File: src/rtl/arp_eth_tx.sv
// arp_eth_tx: turns a parallel ARP frame description into an Ethernet
// header beat plus an AXI-stream payload carrying the 28-byte ARP body.
//
// Ports
//   clk, rst                     clock, synchronous active-high reset
//   s_frame_valid/ready          frame input handshake (ready is registered)
//   s_eth_*, s_arp_*             header and ARP fields, latched on accept
//   m_eth_hdr_valid/ready        Ethernet header handshake
//   m_eth_dest_mac/src_mac/type  registered header fields
//   m_eth_payload_axis_*         ARP payload stream, byte 0 in lane 0
//   busy                         high while payload words remain
//
// Build option: define ARP_TX_PAD_EN to zero-pad the payload to the 46-byte
// Ethernet minimum; otherwise exactly 28 bytes are sent.
module arp_eth_tx #(
  parameter int DATA_WIDTH  = 8,
  parameter int KEEP_ENABLE = (DATA_WIDTH > 8),
  parameter int KEEP_WIDTH  = DATA_WIDTH / 8
) (
  input  logic                  clk,
  input  logic                  rst,
  input  logic                  s_frame_valid,
  output logic                  s_frame_ready,
  input  logic [47:0]           s_eth_dest_mac,
  input  logic [47:0]           s_eth_src_mac,
  input  logic [15:0]           s_eth_type,
  input  logic [15:0]           s_arp_htype,
  input  logic [15:0]           s_arp_ptype,
  input  logic [15:0]           s_arp_oper,
  input  logic [47:0]           s_arp_sha,
  input  logic [31:0]           s_arp_spa,
  input  logic [47:0]           s_arp_tha,
  input  logic [31:0]           s_arp_tpa,
  output logic                  m_eth_hdr_valid,
  input  logic                  m_eth_hdr_ready,
  output logic [47:0]           m_eth_dest_mac,
  output logic [47:0]           m_eth_src_mac,
  output logic [15:0]           m_eth_type,
  output logic [DATA_WIDTH-1:0] m_eth_payload_axis_tdata,
  output logic [KEEP_WIDTH-1:0] m_eth_payload_axis_tkeep,
  output logic                  m_eth_payload_axis_tvalid,
  input  logic                  m_eth_payload_axis_tready,
  output logic                  m_eth_payload_axis_tlast,
  output logic                  m_eth_payload_axis_tuser,
  output logic                  busy
);

`ifdef ARP_TX_PAD_EN
  localparam int LEN = 46;
`else
  localparam int LEN = 28;
`endif
  localparam int WORDS      = (LEN + KEEP_WIDTH - 1) / KEEP_WIDTH;
  localparam int BUF_W      = WORDS * DATA_WIDTH;
  localparam int PW         = (WORDS > 1) ? $clog2(WORDS) : 1;
  localparam int LAST_LANES = (LEN - 1) % KEEP_WIDTH + 1;
  localparam logic [KEEP_WIDTH-1:0] FULL_KEEP = '1;
  localparam logic [KEEP_WIDTH-1:0] LAST_KEEP =
    (KEEP_ENABLE != 0) ? (FULL_KEEP >> (KEEP_WIDTH - LAST_LANES)) : FULL_KEEP;
  localparam logic [PW-1:0] LAST_PTR = PW'(WORDS - 1);

  typedef enum logic [1:0] {IDLE, SEND, WAIT_HDR} state_t;

  state_t                state_q, state_d;
  logic [PW-1:0]         ptr_q, ptr_d, ptr_nxt;
  logic [BUF_W-1:0]      frame_q, frame_d, new_buf;
  logic                  ready_q, ready_d;
  logic                  hdr_valid_q, hdr_valid_d;
  logic [47:0]           dest_q, dest_d, src_q, src_d;
  logic [15:0]           type_q, type_d;
  logic [DATA_WIDTH-1:0] tdata_q, tdata_d;
  logic [KEEP_WIDTH-1:0] tkeep_q, tkeep_d;
  logic                  tvalid_q, tvalid_d, tlast_q, tlast_d;
  logic [223:0]          arp_msb;

  // ARP body MSB-first, then byte-reversed so payload byte i sits at [i*8+:8].
  // Bytes beyond the ARP body (padding and unused last-word lanes) stay zero.
  always_comb begin
    arp_msb = {s_arp_htype, s_arp_ptype, 8'd6, 8'd4, s_arp_oper,
               s_arp_sha, s_arp_spa, s_arp_tha, s_arp_tpa};
    new_buf = '0;
    for (int i = 0; i < 28; i++) new_buf[i*8 +: 8] = arp_msb[(27-i)*8 +: 8];
  end

  always_comb begin
    state_d     = state_q;
    ptr_d       = ptr_q;
    frame_d     = frame_q;
    ready_d     = ready_q;
    hdr_valid_d = hdr_valid_q;
    dest_d      = dest_q;
    src_d       = src_q;
    type_d      = type_q;
    tdata_d     = tdata_q;
    tkeep_d     = tkeep_q;
    tvalid_d    = tvalid_q;
    tlast_d     = tlast_q;
    ptr_nxt     = ptr_q + 1'b1;

    if (hdr_valid_q && m_eth_hdr_ready) hdr_valid_d = 1'b0;

    case (state_q)
      IDLE: begin
        // IDLE is only entered once the previous header has been taken.
        ready_d = 1'b1;
        if (s_frame_valid && ready_q) begin
          ready_d     = 1'b0;
          frame_d     = new_buf;
          dest_d      = s_eth_dest_mac;
          src_d       = s_eth_src_mac;
          type_d      = s_eth_type;
          hdr_valid_d = 1'b1;
          tvalid_d    = 1'b1;
          ptr_d       = '0;
          tdata_d     = new_buf[DATA_WIDTH-1:0];
          tlast_d     = (WORDS == 1);
          tkeep_d     = (WORDS == 1) ? LAST_KEEP : FULL_KEEP;
          state_d     = SEND;
        end
      end
      SEND: begin
        if (tvalid_q && m_eth_payload_axis_tready) begin
          if (tlast_q) begin
            tvalid_d = 1'b0;
            tlast_d  = 1'b0;
            ptr_d    = '0;
            if (!hdr_valid_q || m_eth_hdr_ready) begin
              state_d = IDLE;
              ready_d = 1'b1;
            end else begin
              state_d = WAIT_HDR;
            end
          end else begin
            ptr_d   = ptr_nxt;
            tdata_d = frame_q[ptr_nxt*DATA_WIDTH +: DATA_WIDTH];
            tlast_d = (ptr_nxt == LAST_PTR);
            tkeep_d = (ptr_nxt == LAST_PTR) ? LAST_KEEP : FULL_KEEP;
          end
        end
      end
      WAIT_HDR: begin
        if (m_eth_hdr_ready) begin
          state_d = IDLE;
          ready_d = 1'b1;
        end
      end
      default: state_d = IDLE;
    endcase
  end

  always_ff @(posedge clk) begin
    if (rst) begin
      state_q     <= IDLE;
      ptr_q       <= '0;
      frame_q     <= '0;
      ready_q     <= 1'b0;
      hdr_valid_q <= 1'b0;
      dest_q      <= '0;
      src_q       <= '0;
      type_q      <= '0;
      tdata_q     <= '0;
      tkeep_q     <= '0;
      tvalid_q    <= 1'b0;
      tlast_q     <= 1'b0;
    end else begin
      state_q     <= state_d;
      ptr_q       <= ptr_d;
      frame_q     <= frame_d;
      ready_q     <= ready_d;
      hdr_valid_q <= hdr_valid_d;
      dest_q      <= dest_d;
      src_q       <= src_d;
      type_q      <= type_d;
      tdata_q     <= tdata_d;
      tkeep_q     <= tkeep_d;
      tvalid_q    <= tvalid_d;
      tlast_q     <= tlast_d;
    end
  end

  assign s_frame_ready             = ready_q;
  assign m_eth_hdr_valid           = hdr_valid_q;
  assign m_eth_dest_mac            = dest_q;
  assign m_eth_src_mac             = src_q;
  assign m_eth_type                = type_q;
  assign m_eth_payload_axis_tdata  = tdata_q;
  assign m_eth_payload_axis_tkeep  = tkeep_q;
  assign m_eth_payload_axis_tvalid = tvalid_q;
  assign m_eth_payload_axis_tlast  = tlast_q;
  assign m_eth_payload_axis_tuser  = 1'b0;
  assign busy                      = tvalid_q;

endmodule

File: config.mk
export PLATFORM = sky130hd
export DESIGN_NAME = arp_eth_tx
export DESIGN_NICKNAME = d
export VERILOG_FILES = /design/src/rtl/arp_eth_tx.sv
export SDC_FILE = /design/constraint.sdc
export NUM_CORES = 1
export LEC_CHECK = 0
export ABC_AREA = 1
export CAP_MARGIN = 10
export CORE_AREA = 2 2 177 179
export DETAILED_ROUTE_END_ITERATION = 10
export DIE_AREA = 0 0 179 181
export GPL_TIMING_DRIVEN = 0
export MAX_ROUTING_LAYER = met4
export PLACE_DENSITY_LB_ADDON = 0.3
export SYNTH_ARGS = -nofsm -noshare
export SYNTH_HDL_FRONTEND = slang
export SYNTH_SLANG_ARGS = --single-unit
File: constraint.sdc
create_clock -name clk -period 3.8 [get_ports clk]
set_input_delay 0.95 -clock clk [delete_from_list [all_inputs] [get_ports clk]]
set_output_delay 0.95 -clock clk [all_outputs]
set_load 0.01 [all_outputs]
==> summary.md, run 1 <==
| Metric | Value |
|---|---|
| GP Congestion | `between 0.9 and 1` |
| Worst hold path stage count | `2` |
| Port Buffers | `roughly 450` |
| Status | `complete, no violations` |
| Net Switching | `roughly 4.4 mW` |
| Hold Buf Count CTS | `0` |
| Clock Sinks | `~340` |
| Critical path data required time | `between 4000 and 5000 ps` |
| Area Overhead vs Synth | `43.2%` |
| Area occupied by multi-input gates | `slightly below 6000 um^2` |
| Clk Latency, worst-skew pair | `~500 ps` |
| Vias in the first global route | `about 15000` |
| Global Route Usage Sum | `0.340` |
| CTS tree | `done` |
| Initial DRT Pass Iterations | `6` |
| Critical setup path kind | `register to register` |
| Slowest Stage Delay on Critical Path | `approximately 570 ps` |
| RSZ-0062 raised after global routing | `no` |
| Fmax | `roughly 340 MHz` |
| Syn_area_per_cell | `about 7.2 um^2` |
| # rows | `between 60 and 70` |
| Crit path DAT | `3380 ps` |
| Clock share of power | `0.268` |
| Via count | `roughly 15000` |
| Die W | `between 150 and 200 um` |
| Crit-path slowest cell | `clkbuf_1` |
| Share of the synthesized area in the top cell type | `0.482` |
| CP Capture Type | `register` |
| Cell taking the most area after synthesis | `dfxtp_1` |
| Int Pwr | `8.11 mW` |
| CP Buf/Inv Count | `6` |
| Clock-pin slew on the worst setup and hold paths | `about 60 ps` |
| TritonCTS Buffers | `36` |
| Reg2reg setup slack | `about 860 ps` |
| Post-Route WL | `around 55 mm` |
| Final period util | `0.773` |
| CP Cell Sequence | `buf_4, inv_2, buf_6, buf_6, ha_1, buf_2, clkbuf_1, nand3_1, nand3_1, nand3_1, nand2_1, nand3_1, a21oi_1` |
| Vias per inst | `5.31` |
| Max-Cap Viols | `0` |
| H-tree levels | `2` |
| Layout fillers | `2657` |
| Worst slew pin tran | `776 ps` |
| Tot Pwr | `12.5 mW` |
| Cells after Synth | `1979` |
| Sw Ratio | `0.352` |
| Worst reg2reg path depth | `13` |
| PwrDens | `a little over 600 nW/um^2` |
| Rel. slew slack | `0.483` |
| Cell area after synthesis | `approximately 14000 um^2` |
| Final setup skew | `approximately 13 ps` |
| Max rail drop VDD | `0.000428 V` |
| CORE AREA | `between 30000 and 40000 um^2` |
| Setup violators final | `0` |
| Seq cells post-synth | `341` |
| Crit Path Max Fanout | `10` |
| Post CTS Setup Buffer Count | `0` |
| Top-Level Pins | `between 400 and 500` |
| Post-route ant nets | `0` |
| Core Util, Final | `0.668` |
| Critical Path Most Common Cell | `nand3_1` |
| Grt total ovfl | `0` |
| Root Buffer | `clkbuf_16` |
| Clk buf depth | `3` |
| Syn Nets | `2310` |
| Initial drt markers | `around 1100` |
| Wire length per cell | `19.2 um` |
| Total Neg Setup Slack | `0 ps` |
| # DRC | `0` |
| Logic pwr share | `0.348` |
| Seq. cell area | `around 6800 um^2` |
| Antenna violations before repair | `12` |
| Largest net degree at the start of global routing | `14` |
| Sequential power share | `0.383` |
| First-pass GRT wire length | `between 80 and 90 mm` |
| Post-CTS Resized | `0` |
| Sequential area share after synthesis | `0.482` |
| Die Y | `181 um` |
| Max Slew Vio Count | `0` |
| CP delay by family, top | `buffers and inverters` |
| Ys Warns | `0` |
| Area contributors post-synth | `dfxtp_1 (48%), o21ai_0 (12%), nor2_1 (7.8%)` |
| Final #Nets | `around 2800` |
| Fin. Hold Viols | `0` |
| Layout cell share with drive strength beyond 1 | `0.0483` |
| CP Depth | `13` |
| P_leak | `~8.3 nW` |
| Initial Utilization | `0.467` |
| Synth cell types | `29` |
| DP HPWL | `42.5 mm` |
| Final min period | `slightly below 3000 ps` |
| Hold/Removal Path Class | `register to register` |
| Full die area | `about 32000 um^2` |
| Startpoint types | `register` |
power by group through the flow:
stage | Combinational, mW | Sequential, mW | Clock, mW
after floorplan | 2.22 | 4.93 | 0
after global placement | 4.20 | 4.82 | 0
after detailed placement | 4.28 | 4.85 | 0
after CTS | 4.32 | 4.79 | 3.38
after global routing | 4.79 | 4.87 | 3.52
final | 4.36 | 4.80 | 3.36
sequential cells by signal, indices dropped and copies added (netlist names):
signal	flops
state_q	2
m_eth_payload_axis_tlast	1
busy	1
m_eth_src_mac	48
m_eth_type	16
ptr_q	5
m_eth_payload_axis_tdata	8
m_eth_payload_axis_tkeep	1
frame_q	209
m_eth_hdr_valid	1
m_eth_dest_mac	48
s_frame_ready	1
final timing paths:
kind,endpoint,startpoint
worst max-delay path,m_eth_payload_axis_tdata[6],ptr_q[0]
worst min-delay path,frame_q[117],frame_q[117]
worst max register to register,m_eth_payload_axis_tdata[6],ptr_q[0]
worst min register to register,frame_q[117],frame_q[117]
cell type report:
type | count | area share
Multi-Input combinational cell | 1290 | 0.292
Sequential cell | 341 | 0.337
Buffer | 151 | 0.0330
Tap cell | 396 | 0.0244
Timing Repair Buffer | 449 | 0.222
Inverter | 197 | 0.0365
Clock buffer | 48 | 0.0497
Clock inverter | 11 | 0.00426
Antenna cell | 12 | 0.00148
through the flow:
| step | std cells | area [um^2] | hold slack [ps] | setup slack, ps |
|---|---|---|---|---|
| 2_1_floorplan | 1979 | 14200 | 424 | 1760 |
| 5_1_grt | 2893 | 20300 | 469 | 742 |
| 4_1_cts | 2883 | 20200 | 452 | 900 |
| 3_3_place_gp | 2824 | 19200 | 437 | 859 |
| 6_report | 2895 | 20300 | 453 | 864 |
| 3_5_place_dp | 2824 | 19200 | 443 | 801 |
cells in the mapped netlist, drive strengths merged:
cell / count
o21ai: 343
dfxtp: 341
nor2: 298
nand2: 252
a21oi: 217
inv: 196
nand3: 157
clkbuf: 101
buf: 50
o211ai: 10
ha: 6
a22oi: 2
clkinv: 1
conb: 1
nand4: 1
o21a: 1
or2: 1
xnor2: 1
cell usage in the layout, fill, tap and decap left out, drive strengths merged:
cell type      count
o21a               1
conb               1
or2                1
bufinv             1
nand4              1
o211ai            10
buf               50
clkinv            10
nand2            252
xnor2              1
a21oi            217
diode             12
inv              196
clkinvlp           1
a22oi              2
nor2             298
o21ai            343
dfxtp            341
nand3            157
clkbuf           149
clkdlybuf4s50    449
ha                 6
routing by layer:
metal,track usage,vias up,wire [um]
met5,-,-,0
met4,0.148,0,2290
met3,0.0844,139,5390
met2,0.565,709,26500
met1,0.385,7130,21300
li1,-,7400,-
cells by family (layout without fill, tap and decap cells):
group                      count (synthesis)  in the layout  share of synthesized area
xor gates and xnor gates                   1              1                    0.00115
DFF                                      341            341                      0.482
adders and majority gates                  6              6                    0.00530
and+or+nand+nor                          709            709                      0.206
AOI/OAI and AO/OA                        573            573                      0.206
buffers and inverters                    348            856                     0.0995
other                                      1             13                   0.000265
tightest hold or removal path: cells and delay by family, from the launching register on:
family	cells	cell delay, ps
buffers and inverters	1	60
DFF	1	300
AOI/OAI and AO/OA	1	50
(Power assumes the default switching activity.)
==> run 2, diff against run 1 <==
CORE_AREA = unset   (was 2 2 177 179)
CORE_UTILIZATION = 42   (was unset)
DIE_AREA = unset   (was 0 0 179 181)
clock period = 2.6 ns   (was 3.8 ns; I/O delays follow)
==> summary.md, run 2 (synthesis gave the netlist of run 1 again) <==
| Metric | Value |
|---|---|
| Status | `complete, no violations` |
| Die W | `about 190 um` |
| RSZ-0062 raised after global routing | `no` |
| Crit path DAT | `2960 ps` |
| Commonest non-fill, non-tap cell in the layout | `clkdlybuf4s50_1` |
| Largest register FFs | `around 210` |
| Critical Path Most Common Cell | `nand3_1` |
| Rel. slew slack | `0.452` |
| Critical setup path kind | `register to register` |
| Full die area | `34500 um^2` |
| Largest net degree at the start of global routing | `14` |
| PwrDens | `913 nW/um^2` |
| H-tree levels | `2` |
| Initial DRT Pass Iterations | `5` |
| CP Buf/Inv Count | `8` |
| Sequential power share | `0.372` |
| TritonCTS Buffers | `37` |
| Clk buf depth | `3` |
| Die Y | `around 190 um` |
| Core Util, Final | `0.627` |
| Final period util | `0.967` |
| Grt total ovfl | `0` |
| Layout cell share with drive strength beyond 1 | `0.0568` |
| Worst slew pin tran | `822 ps` |
| Port Buffers | `between 400 and 500` |
| Reg with most FFs | `frame_q` |
| Clock Sinks | `around 340` |
| Sw Ratio | `0.346` |
| Post-route ant nets | `0` |
| CTS tree | `done` |
| Max-Cap Viols | `0` |
| Vias per inst | `~5.1` |
| Final setup skew | `about 12 ps` |
| CORE AREA | `approximately 33000 um^2` |
| Dpl cell area | `19200 um^2` |
| # DRC | `0` |
| Initial Utilization | `0.431` |
| P_leak | `around 8.4 nW` |
| Layout fillers | `3024` |
| Vias in the first global route | `about 15000` |
| First-pass GRT wire length | `81.4 mm` |
| DP HPWL | `between 40 and 50 mm` |
| Logic pwr share | `0.342` |
| Fin. Hold Viols | `0` |
| CP delay by family, top | `buffers and inverters` |
| Hold Buf Count CTS | `0` |
| Startpoint types | `register` |
| Clock-pin slew on the worst setup and hold paths | `~60 ps` |
| Hold/Removal Path Class | `register to register` |
| CP Capture Type | `register` |
| Total Neg Setup Slack | `0 ps` |
| Area Overhead vs Synth | `45.5%` |
| Root Buffer | `clkbuf_16` |
| CP Cell Sequence | `buf_6, inv_2, buf_6, buf_6, ha_1, buf_4, inv_4, buf_8, buf_8, nand3_1, nand3_1, nand3_1, nand3_1, nand3_2, a21oi_2` |
| Via count | `approximately 15000` |
| Post-Route WL | `approximately 55 mm` |
| Wire length per cell | `around 19 um` |
| Int Pwr | `12.3 mW` |
| Crit-path slowest cell | `dfxtp_1` |
| Critical path data required time | `3040 ps` |
| Clk Latency, worst-skew pair | `around 520 ps` |
| Antenna violations before repair | `15` |
| Cell area after layout | `20600 um^2` |
| Initial drt markers | `1095` |
| Final #Nets | `2800` |
| Final min period | `2510 ps` |
| Max rail drop VDD | `0.000585 V` |
| Crit Path Max Fanout | `10` |
| Setup violators final | `0` |
| Global Route Usage Sum | `0.321` |
| Slowest Stage Delay on Critical Path | `between 300 and 400 ps` |
| Max Slew Vio Count | `0` |
| GP Congestion | `0.972` |
| Net Switching | `6.51 mW` |
| Fmax | `about 400 MHz` |
| Most frequent cells in the layout | `clkdlybuf4s50_1 (449), o21ai_0 (341), dfxtp_1 (341)` |
| # rows | `66` |
| Top-Level Pins | `452` |
| Tot Pwr | `~19 mW` |
| Clock share of power | `0.285` |
-- run 2: power by group through the flow --
stage / Combinational [mW] / Sequential [mW] / Clock, mW
global route: 7.11 / 7.12 / 5.63
floorplan: 3.24 / 7.21 / 0
global placement: 6.13 / 7.04 / 0
CTS: 6.32 / 6.99 / 5.41
finish: 6.44 / 7.00 / 5.37
detailed placement: 6.23 / 7.07 / 0
-- run 2: path summary, 6_finish.rpt --
check,from,endpoint,slack [ps],cells past startpoint
setup / recovery,ptr_q[0],m_eth_payload_axis_tdata[4],90,15
hold / removal,frame_q[203],frame_q[203],450,2
setup reg to reg,ptr_q[0],m_eth_payload_axis_tdata[4],90,15
hold reg to reg,frame_q[203],frame_q[203],450,2
-- run 2: layer usage --
layer | part of all wire | track usage
met5 | 0 | -
met4 | 0.045 | 0.152
met3 | 0.085 | 0.0757
met2 | 0.48 | 0.548
met1 | 0.39 | 0.354
-- run 2: worst register-to-register path, delay by kind of cell, from the launching register on --
family                     cells  cell delay (ps)
adders and majority gates      1              240
buffers and inverters          8             1180
AOI/OAI and AO/OA              1              140
DFF                            1              320
and+or+nand+nor                5              570
-- run 2: final cells by class --
cell class              instances  area, um^2  share of cell area
multi-input cells            1290        5970               0.290
repair buffers                451        4510               0.219
inverters                     197         742              0.0360
plain buffers                 151         724              0.0352
well taps                     442         553              0.0268
clock buffers                  57        1120              0.0545
flip-flops and latches        341        6830               0.331
diodes                         15        37.5             0.00182
clock inverters                11         119             0.00577
-- run 2: metrics by stage --
stage,worst slack (ps),std cells,hold WS (ps)
finish,86.2,2955,452
floorplan,556,1979,424
global route,18.1,2955,461
detailed placement,-224,2870,444
global placement,-184,2870,437
CTS,-4.42,2938,448
-- run 2: what timing repair did --
action                                  4_1_cts  5_1_grt
buffers inserted                              0        2
endpoints found under the setup margin        8        8
pin swaps                                     0        2
resized for setup                            14       23
hold endpoints to repair                      0        0
==> run 3, diff against run 2 <==
CORE_UTILIZATION = 30   (was 42)
TNS_END_PERCENT = 20   (was unset)
==> summary.md, run 3 (synthesis gave the netlist of run 1 again) <==
| Metric | Value |
|---|---|
| Critical Path Most Common Cell | `nand3_1` |
| Layout fillers | `roughly 4700` |
| Top-Level Pins | `~450` |
| Worst hold path stage count | `2` |
| H-tree levels | `2` |
| First-pass GRT wire length | `85.7 mm` |
| Clock-pin slew on the worst setup and hold paths | `roughly 70 ps` |
| Wire length per cell | `approximately 19 um` |
| Crit path from | `ptr_q[0]` |
| RSZ-0062 raised after global routing | `no` |
| # rows | `between 70 and 80` |
| Area Overhead vs Synth | `46.8%` |
| Root Buffer | `clkbuf_16` |
| Die W | `roughly 220 um` |
| Vias in the first global route | `14700` |
| Grt total ovfl | `0` |
| RR Startpoint | `ptr_q[0]` |
| # DRC | `0` |
| Crit path DAT | `roughly 3000 ps` |
| Hold/Removal Path Class | `input port to register` |
| Clk Latency, worst-skew pair | `about 550 ps` |
| Critical path data required time | `3070 ps` |
| CP Cell Sequence | `buf_6, inv_4, buf_6, buf_6, ha_1, buf_4, inv_4, buf_8, buf_8, nand3_1, nand3_1, nand3_1, nand3_1, nand3_2, a21oi_2` |
| Critical setup path kind | `register to register` |
| Commonest non-fill, non-tap cell in the layout | `clkdlybuf4s50_1` |
| Via count | `between 15000 and 20000` |
| Port Buffers | `between 400 and 500` |
| Crit Path Max Fanout | `10` |
| Clock Sinks | `341` |
| Full die area | `48100 um^2` |
| Worst reg2reg path depth | `15` |
| Status | `complete, no violations` |
| Initial DRT Pass Iterations | `7` |
| Vias per inst | `4.83` |
| PwrDens | `907 nW/um^2` |
| Largest register FFs | `between 200 and 250` |
| Final #Nets | `2804` |
| CP Capture Type | `register` |
| Max Slew Vio Count | `0` |
| Most frequent cells in the layout | `clkdlybuf4s50_1 (449), o21ai_0 (341), dfxtp_1 (341)` |
| Initial drt markers | `a little over 900` |
| Clk buf depth | `3` |
| DP HPWL | `roughly 45 mm` |
| Final min period | `around 2500 ps` |
| Startpoint types | `register` |
| Final Hold Slack | `roughly 430 ps` |
| Setup violators final | `0` |
| Layout cell share with drive strength beyond 1 | `0.0584` |
| Final period util | `0.953` |
| Max-Cap Viols | `0` |
| GP Congestion | `~0.95` |
| Crit-path slowest cell | `dfxtp_1` |
| Reg with most FFs | `frame_q` |
| Largest net degree at the start of global routing | `13` |
| Dpl cells | `3035` |
| Final setup skew | `about 13 ps` |
| Rel. slew slack | `0.529` |
| Hold Buf Count CTS | `0` |
| TritonCTS Buffers | `40` |
| Fmax | `a little over 400 MHz` |
| Die Y | `219 um` |
| Reg2reg setup slack | `120 ps` |
| CP endpoint | `m_eth_payload_axis_tdata[3]` |
| Worst slew pin tran | `706 ps` |
| CTS tree | `done` |
| Slowest Stage Delay on Critical Path | `around 350 ps` |
| Cell Count, Final, Fillers Out | `3117` |
| Post-Route WL | `roughly 59 mm` |
| Crit Reg-Reg Endpoint | `m_eth_payload_axis_tdata[3]` |
| P_leak | `8.36 nW` |
| Antenna violations before repair | `9` |
| Fin. Hold Viols | `0` |
| Max rail drop VDD | `approximately 0.00063 V` |
| CORE AREA | `between 40000 and 50000 um^2` |
| Initial Utilization | `0.304` |
| Global Route Usage Sum | `0.245` |
| Post-route ant nets | `0` |
## run 3: cell type report
| cell class | instances | area [um^2] | area share |
|---|---|---|---|
| clock inverters | 13 | 76.3 | 0.00367 |
| diodes | 10 | 25.0 | 0.00120 |
| flip-flops and latches | 341 | 6830 | 0.328 |
| plain buffers | 151 | 729 | 0.0351 |
| inverters | 197 | 744 | 0.0358 |
| clock buffers | 56 | 1140 | 0.0550 |
| multi-input cells | 1290 | 5970 | 0.287 |
| well taps | 607 | 759 | 0.0365 |
| repair buffers | 452 | 4520 | 0.217 |
## run 3: per-layer routing
layer | share of wire | wire, um | GRT usage
met5 | 0 | 0 | -
met4 | 0.027 | 1600 | 0.0852
met3 | 0.081 | 4750 | 0.0579
met2 | 0.48 | 28100 | 0.408
met1 | 0.41 | 24400 | 0.286
## run 3: worst max-delay path: cells and delay by family, from the launching register on
family	cells	cell delay [ps]
AO/OA/AOI/OAI	1	150
adder cells (fa/ha/maj)	1	290
buffers and inverters	8	1040
flip-flops	1	350
AND/OR/NAND/NOR	5	550
## run 3: power by group
group | leakage, nW | switching (mW) | internal, mW
Clock | 0.599 | 2.29 | 3.06
Sequential | 2.79 | 0.509 | 6.51
Combinational | 4.97 | 3.87 | 2.62
## run 3: timing repair
action | in CTS | in global routing
gates resized for setup | 23 | 17
setup endpoints to repair | 8 | 46
hold endpoints to repair | 0 | 0
buffers inserted | 0 | 3
## run 3: how the worst min path moves through the flow
stage	from	endpoint	slack, ps
floorplan	frame_q[56]	frame_q[56]	420
global placement	frame_q[141]	frame_q[141]	440
detailed placement	frame_q[19]	frame_q[19]	440
CTS	rst	m_eth_payload_axis_tkeep	410
global route	rst	m_eth_payload_axis_tkeep	430
finish	rst	ptr_q[3]	430
## run 3: stage by stage
stage | instance area (um^2) | setup TNS [ps] | util | worst slack (ps) | total power, mW
after floorplan | 14200 | 0 | - | 556 | 10.5
after global placement | 19400 | -25370 | 0.417 | -358 | 13.3
after detailed placement | 19400 | -32270 | 0.417 | -384 | 13.4
after CTS | 20700 | -133 | 0.445 | -41.0 | 18.9
after global routing | 20800 | 0 | 0.446 | 12.1 | 20.0
final | 20800 | 0 | 0.447 | 123 | 18.9
